## config.mk

```make
export PLATFORM = sky130hd
export DESIGN_NAME = keycode_arbiter_flat
export DESIGN_NICKNAME = d
export VERILOG_FILES = /design/src/rtl/ball_pkg.sv /design/src/rtl/keycode_arbiter_if.sv /design/src/rtl/key_debounce.sv /design/src/rtl/keycode_arbiter.sv /design/src/flat_wrapper.sv
export SDC_FILE = /design/constraint.sdc
export NUM_CORES = 1
export LEC_CHECK = 0
export ABC_AREA = 1
export BUFFER_PORTS_ARGS = -buffer_cell sky130_fd_sc_hd__buf_2
export CAP_MARGIN = 25
export CORE_ASPECT_RATIO = 0.6
export CORE_MARGIN = 2
export CORE_UTILIZATION = 44
export CTS_CLUSTER_SIZE = 16
export DETAILED_ROUTE_END_ITERATION = 8
export GPL_TIMING_DRIVEN = 0
export PLACE_DENSITY = 0.78
export SETUP_SLACK_MARGIN = 0.02
export SYNTH_ARGS = -nofsm -noshare
export SYNTH_HDL_FRONTEND = slang
export SYNTH_SLANG_ARGS = --single-unit
```

## constraint.sdc

```tcl
create_clock -name frame_clk -period 1.97 [get_ports frame_clk]
set_clock_uncertainty 0.15 [all_clocks]
set_input_delay 0.0985 -clock frame_clk [delete_from_list [all_inputs] [get_ports frame_clk]]
set_output_delay 0.0985 -clock frame_clk [all_outputs]
set_load 0.01 [all_outputs]
```

## src/rtl/ball_pkg.sv

```systemverilog
// Shared types and constants for the ball motion front end: direction indices,
// default keycodes and the keycode arbiter state type.
package ball_pkg;
    localparam int NUM_DIRS  = 4;
    localparam int NUM_SLOTS = 4;

    typedef enum logic [1:0] {
        DIR_W = 2'd0,
        DIR_S = 2'd1,
        DIR_A = 2'd2,
        DIR_D = 2'd3
    } dir_t;

    typedef enum logic {
        ARB_IDLE   = 1'b0,
        ARB_ACTIVE = 1'b1
    } arb_state_t;

    localparam logic [7:0] KC_NONE = 8'h00;
    localparam logic [7:0] KC_W    = 8'h1A;
    localparam logic [7:0] KC_S    = 8'h16;
    localparam logic [7:0] KC_A    = 8'h04;
    localparam logic [7:0] KC_D    = 8'h07;

    // Bit index equals dir_t value, so the lowest set bit is the W>S>A>D winner.
    function automatic dir_t prio_pick(input logic [NUM_DIRS-1:0] v);
        dir_t r;
        r = DIR_D;
        if (v[DIR_A]) r = DIR_A;
        if (v[DIR_S]) r = DIR_S;
        if (v[DIR_W]) r = DIR_W;
        return r;
    endfunction
endpackage

```

## src/rtl/keycode_arbiter_if.sv

```systemverilog
// Keycode word in, debounced direction keycode out.
interface keycode_arbiter_if;
    logic [31:0] keycodes;
    logic [7:0]  keycode;
    logic        key_valid;
    logic        press_pulse;

    modport master (output keycodes, input keycode, key_valid, press_pulse);
    modport slave  (input keycodes, output keycode, key_valid, press_pulse);
endinterface

```

## src/rtl/key_debounce.sv

```systemverilog
// Single-direction saturating hold counter; reports acceptance using the
// post-edge count so acceptance lands on the edge the threshold is reached.
module key_debounce #(
    parameter int THRESH = 2
) (
    input  logic clk,
    input  logic rst_n,
    input  logic held,
    output logic stable,
    output logic new_stable
);
    localparam logic [3:0] TH = 4'(THRESH);

    logic [3:0] cnt_q, cnt_d;

    always_comb begin
        cnt_d = 4'd0;
        if (held) cnt_d = (cnt_q >= TH) ? TH : cnt_q + 4'd1;
    end

    assign stable     = (cnt_d == TH);
    assign new_stable = stable && (cnt_q != TH);

    always_ff @(posedge clk or negedge rst_n) begin
        if (!rst_n) cnt_q <= 4'd0;
        else        cnt_q <= cnt_d;
    end
endmodule

```

## src/rtl/keycode_arbiter.sv

```systemverilog
// Turns the 4-slot HID keycode word into one debounced W/S/A/D keycode,
// tracking the most recent press and falling back to a still-held key.
module keycode_arbiter
    import ball_pkg::*;
#(
    parameter int         DEBOUNCE_FRAMES = 2,
    parameter logic [7:0] KEY_W           = KC_W,
    parameter logic [7:0] KEY_S           = KC_S,
    parameter logic [7:0] KEY_A           = KC_A,
    parameter logic [7:0] KEY_D           = KC_D
) (
    input  logic               frame_clk,
    input  logic               Reset_n,
    keycode_arbiter_if.slave   bus
);
    localparam logic [NUM_DIRS-1:0][7:0] DIR_CODES = {KEY_D, KEY_A, KEY_S, KEY_W};

    logic [NUM_DIRS-1:0] held, stable, new_stable;

    arb_state_t state_q, state_d;
    dir_t       act_q, act_d;
    logic [7:0] keycode_q, keycode_d;
    logic       valid_q, valid_d;
    logic       press_q, press_d;

    for (genvar d = 0; d < NUM_DIRS; d++) begin : g_dir
        logic [NUM_SLOTS-1:0] hit;
        for (genvar s = 0; s < NUM_SLOTS; s++) begin : g_slot
            assign hit[s] = (bus.keycodes[8*s +: 8] == DIR_CODES[d]);
        end
        assign held[d] = |hit;

        key_debounce #(.THRESH(DEBOUNCE_FRAMES)) u_deb (
            .clk        (frame_clk),
            .rst_n      (Reset_n),
            .held       (held[d]),
            .stable     (stable[d]),
            .new_stable (new_stable[d])
        );
    end

    always_comb begin
        state_d = state_q;
        act_d   = act_q;
        press_d = 1'b0;
        if (|new_stable) begin
            // A fresh press outranks a same-edge release of the active key.
            state_d = ARB_ACTIVE;
            act_d   = prio_pick(new_stable);
            press_d = (state_q == ARB_IDLE) || (act_d != act_q);
        end else if (state_q == ARB_ACTIVE && !stable[act_q]) begin
            if (|stable) begin
                act_d   = prio_pick(stable);
                press_d = 1'b1;
            end else begin
                state_d = ARB_IDLE;
            end
        end
        valid_d   = (state_d == ARB_ACTIVE);
        keycode_d = valid_d ? DIR_CODES[act_d] : KC_NONE;
    end

    always_ff @(posedge frame_clk or negedge Reset_n) begin
        if (!Reset_n) begin
            state_q   <= ARB_IDLE;
            act_q     <= DIR_W;
            keycode_q <= KC_NONE;
            valid_q   <= 1'b0;
            press_q   <= 1'b0;
        end else begin
            state_q   <= state_d;
            act_q     <= act_d;
            keycode_q <= keycode_d;
            valid_q   <= valid_d;
            press_q   <= press_d;
        end
    end

    assign bus.keycode     = keycode_q;
    assign bus.key_valid   = valid_q;
    assign bus.press_pulse = press_q;
endmodule
```

## src/flat_wrapper.sv

```systemverilog
// flat-port wrapper written by rule: the top's interface ports become plain ports
module keycode_arbiter_flat import ball_pkg::*;
#(
    parameter int         DEBOUNCE_FRAMES = 2,
    parameter logic [7:0] KEY_W           = KC_W,
    parameter logic [7:0] KEY_S           = KC_S,
    parameter logic [7:0] KEY_A           = KC_A,
    parameter logic [7:0] KEY_D           = KC_D
)
  (frame_clk, Reset_n, bus_keycodes, bus_keycode, bus_key_valid, bus_press_pulse);
  keycode_arbiter_if bus_i ();
  input  logic frame_clk;
  input  logic Reset_n;
  input wire logic [$bits(bus_i.keycodes)-1:0] bus_keycodes;
  output wire logic [$bits(bus_i.keycode)-1:0] bus_keycode;
  output wire logic [$bits(bus_i.key_valid)-1:0] bus_key_valid;
  output wire logic [$bits(bus_i.press_pulse)-1:0] bus_press_pulse;
  assign bus_i.keycodes = bus_keycodes;
  assign bus_keycode = bus_i.keycode;
  assign bus_key_valid = bus_i.key_valid;
  assign bus_press_pulse = bus_i.press_pulse;
  keycode_arbiter #(.DEBOUNCE_FRAMES(DEBOUNCE_FRAMES), .KEY_W(KEY_W), .KEY_S(KEY_S), .KEY_A(KEY_A), .KEY_D(KEY_D)) u_core (.frame_clk(frame_clk), .Reset_n(Reset_n), .bus(bus_i));
endmodule
```

==> summary.md <==
| Metric | Value |
|---|---|
| First-pass detailed-route iteration total | 4 |
| Shortest clock period the worst path allows after layout | 2104 ps |
| Pre-CTS setup slack | -149.0 ps |
| Total of flip-flops plus latches after synthesis | 25 |
| Final clock period utilization by the worst path | 1.068 |
| Maximum number of pins on one net before global-route repair | 26 |
| Tightest Pin Transition | 559.3 ps |
| Vias in the first global route | 1,601 |
| Max Buffers Root-to-Sink | 2 |
| Highest cell delay on the worst timing path | 450 ps |
| Element type at the critical path start | flip-flop |
| Number of unique standard cell types used by synthesis | 31 |
| Sinks on the clock net | 25 |
| Post-Route WL | 4315 µm |
| Leakage | 0.001328 µW |
| H-tree levels | 1 |
| Max capacitance violation total | 0 |
| Height of the die | 55.53 µm |
| Wire length of the first global-routing pass | 7120 µm |
| Grt total ovfl | 0 |
| Critical setup path kind | flip-flop to flip-flop |
| Die Area | 4990 µm² |
| Fill cell instance count of the final layout | 397 |
| Cell taking the most area after synthesis | sky130_fd_sc_hd__dfrtp_1 |
| Max rail drop VDD | 0.3566 mV |
| Antenna-violating nets left | 0 |
| Final weighted congestion in routability-driven placement | 0.8909 |
| Sequential share of the synthesized area | 0.3213 |
| Most common cell after layout, fill and taps aside | sky130_fd_sc_hd__nor2_1 |
| Top-area cell type share of the netlist area | 0.3213 |
| Run status | complete, but fails checks |
| Cell at the root of the clock tree | sky130_fd_sc_hd__clkbuf_8 |
| Leading post-synthesis cells by cell area | sky130_fd_sc_hd__dfrtp_1 (32%), sky130_fd_sc_hd__nand2_1 (12%), sky130_fd_sc_hd__nor2_1 (12%) |
| Power density over the cells | 507.3 nW/µm² |
| Via count of the routed design | 1,758 |
| Count of synthesis-stage warnings from yosys | 0 |
| Final hold viol count | 0 |
| Failing checks | negative setup slack |
| Final WS setup | -133.5 ps |
| # IOs | 44 |
| Post-detailed-route wirelength per cell | 10.92 µm |
| Synth Instances | 269 |
| Clock-pin transition on the worst setup and hold timing paths | 90 ps |
| Netlist area before placement | 1947 µm² |
| Floorplan die width | 89.88 µm |
| Total core area | 4189 µm² |
| Layout net count | 378 |
| Cells along the critical path | ha_2 > nor3_4 > nand2_2 > nand4_4 > nand2_1 > nor2_1 > nor2_1 > nand2_1 > nand3_4 > nand2_4 > nand2_4 > nor2_2 |
| Count of input and output buffers | 40 |
| Most frequent cells in the layout | sky130_fd_sc_hd__nor2_1 (59), sky130_fd_sc_hd__nand2_1 (53), sky130_fd_sc_hd__buf_2 (40) |
| Cell with the largest stage delay on the worst path | sky130_fd_sc_hd__dfrtp_2 |
| Highest clock rate | 0.4754 GHz |
| Effective utilization at floorplan | 0.4648 |
| Placement-stage cell area | 2247 µm² |
| Area of all placed cells without fillers | 2511 µm² |
| Latest clock arrival within the worst-skew pair | 260 ps |
| Kind of end point of the critical path | flip-flop |
| Num CTS Buffers | 3 |
| Synth-to-layout area growth | 28.98% |
| Setup repair after global routing missed its margin | yes |
| Drc violations | 0 |
| Crit path DAT | 2160 ps |
| Summed negative setup slack over all endpoints | -778.3 ps |
| Number of diodes | 0 |
| Initial DRC Count | 78 |
| DR vias/cell | 4.451 |
| TritonCTS clock tree | yes |
| Initial antenna violation count | 0 |
| Count of pins over their slew limit | 0 |
| Finish-stage setup viols | 7 |
| Fraction of final layout cells sized beyond drive strength 1 | 0.4149 |
| Slew Limit Headroom | 0.6271 |
| Worst hold-check path type | input pin to asynchronous set/reset pin |
| Cell row count | 18 |
| Detailed placement HPWL | 3368 µm |
| Required time reported for the critical path endpoint | 2020 ps |
| Maximum fanout encountered on the critical timing path | 5 |
| Global-route usage over all layers | 0.1741 |
| Synthesized area per cell | 7.237 µm² |
[through the flow]
step | hold slack (ps) | cells | power, µW | util
floorplan | -347.1 | 275 | 835.3 | -
global placement | -35.97 | 375 | 924.9 | 0.5364
detailed placement | -25.46 | 375 | 942.8 | 0.5364
CTS | 222.8 | 390 | 1269 | 0.5833
global route | 259.2 | 395 | 1359 | 0.5995
finish | 201.1 | 395 | 1274 | 0.5995
[cell type report]
class                   instances  area, µm²  share of cell area
plain buffers                   4      26.28             0.01046
multi-input cells             207       1267              0.5047
repair buffers                 56      322.8              0.1286
clock inverters                 1      5.005            0.001993
well taps                      60      75.07             0.02990
flip-flops and latches         25      626.9              0.2496
clock buffers                   3      41.29             0.01644
inverters                      39      146.4             0.05830
[worst paths after layout]
kind / startpoint / end / slack (ps) / cells past startpoint
min in group frame_clk: bus_keycodes[10] / u_core.g_dir[3].u_deb.cnt_q[0] / 220 / 7
worst max register to register: u_core.g_dir[2].u_deb.cnt_q[1] / u_core.bus.keycode[0] / -130 / 12
worst max-delay path: u_core.g_dir[2].u_deb.cnt_q[1] / u_core.bus.keycode[0] / -130 / 12
worst min register to register: u_core.g_dir[2].u_deb.cnt_q[0] / u_core.g_dir[2].u_deb.cnt_q[0] / 410 / 2
max in group asynchronous: Reset_n / u_core.g_dir[2].u_deb.cnt_q[1] / 1070 / 2
worst min-delay path: Reset_n / u_core.bus.press_pulse / 200 / 2
[metal layers]
layer / share of wire / wire length, µm / track usage / vias up
met2: 0.46 / 1976 / 0.2803 / 33
li1: - / - / - / 942
met1: 0.50 / 2178 / 0.2519 / 781
met4: 0.0028 / 12 / 0.01758 / 0
met3: 0.034 / 148 / 0.03683 / 2
met5: 0 / 0 / 0 / -
[report_power, final]
group	leakage, µW	internal, µW	total, µW	switching [µW]
Clock	0.0000255	141	297	156
Combinational	0.000967	161	420	259
Sequential	0.000335	539	557	18.5
Total	0.00133	840	1270	433
[registers in the layout (all words and copies together) (netlist names)]
register / cells
u_core.state_q: 1
u_core.g_dir.u_deb.cnt_q: 16
u_core.bus.press_pulse: 1
u_core.bus.keycode: 5
u_core.act_q: 2
[critical path, delay by kind of cell (launching register included)]
family                     cells  cell delay [ps]
and+or+nand+nor               11             1210
DFF                            1              450
adders and majority gates      1              210
[cells in the mapped netlist (all sizes together)]
cell / instances
inv: 39
and2: 1
xor2: 1
conb: 1
ha: 8
nand2: 76
buf: 3
a21oi: 8
dfrtp: 25
nand3: 10
clkbuf: 1
nand4: 7
o21ai: 7
nor2: 74
nor3: 3
o21bai: 1
or2: 3
nand2b: 1
[what timing repair did]
| action | 4_1_cts | 5_1_grt |
|---|---|---|
| buffers inserted | 10 | 5 |
| cloned | 0 | 0 |
| resized for setup | 20 | 9 |
| endpoints found under the setup margin | 9 | 9 |
| pin swaps | 15 | 8 |
| hold buffers | 1 | 0 |
| endpoints found under the hold margin | 25 | 0 |
[cells by family (layout without fill, tap and decap cells)]
family / count (synthesis) / after routing / synth area share
compound gates: 16 / 16 / 0.05399
xor+xnor: 1 / 1 / 0.004500
fa+ha+maj: 8 / 8 / 0.05142
buf+inv: 43 / 103 / 0.08869
flops: 25 / 25 / 0.3213
other cells: 1 / 7 / 0.001926
simple gates: 175 / 175 / 0.4782
(Power assumes the default switching activity.)
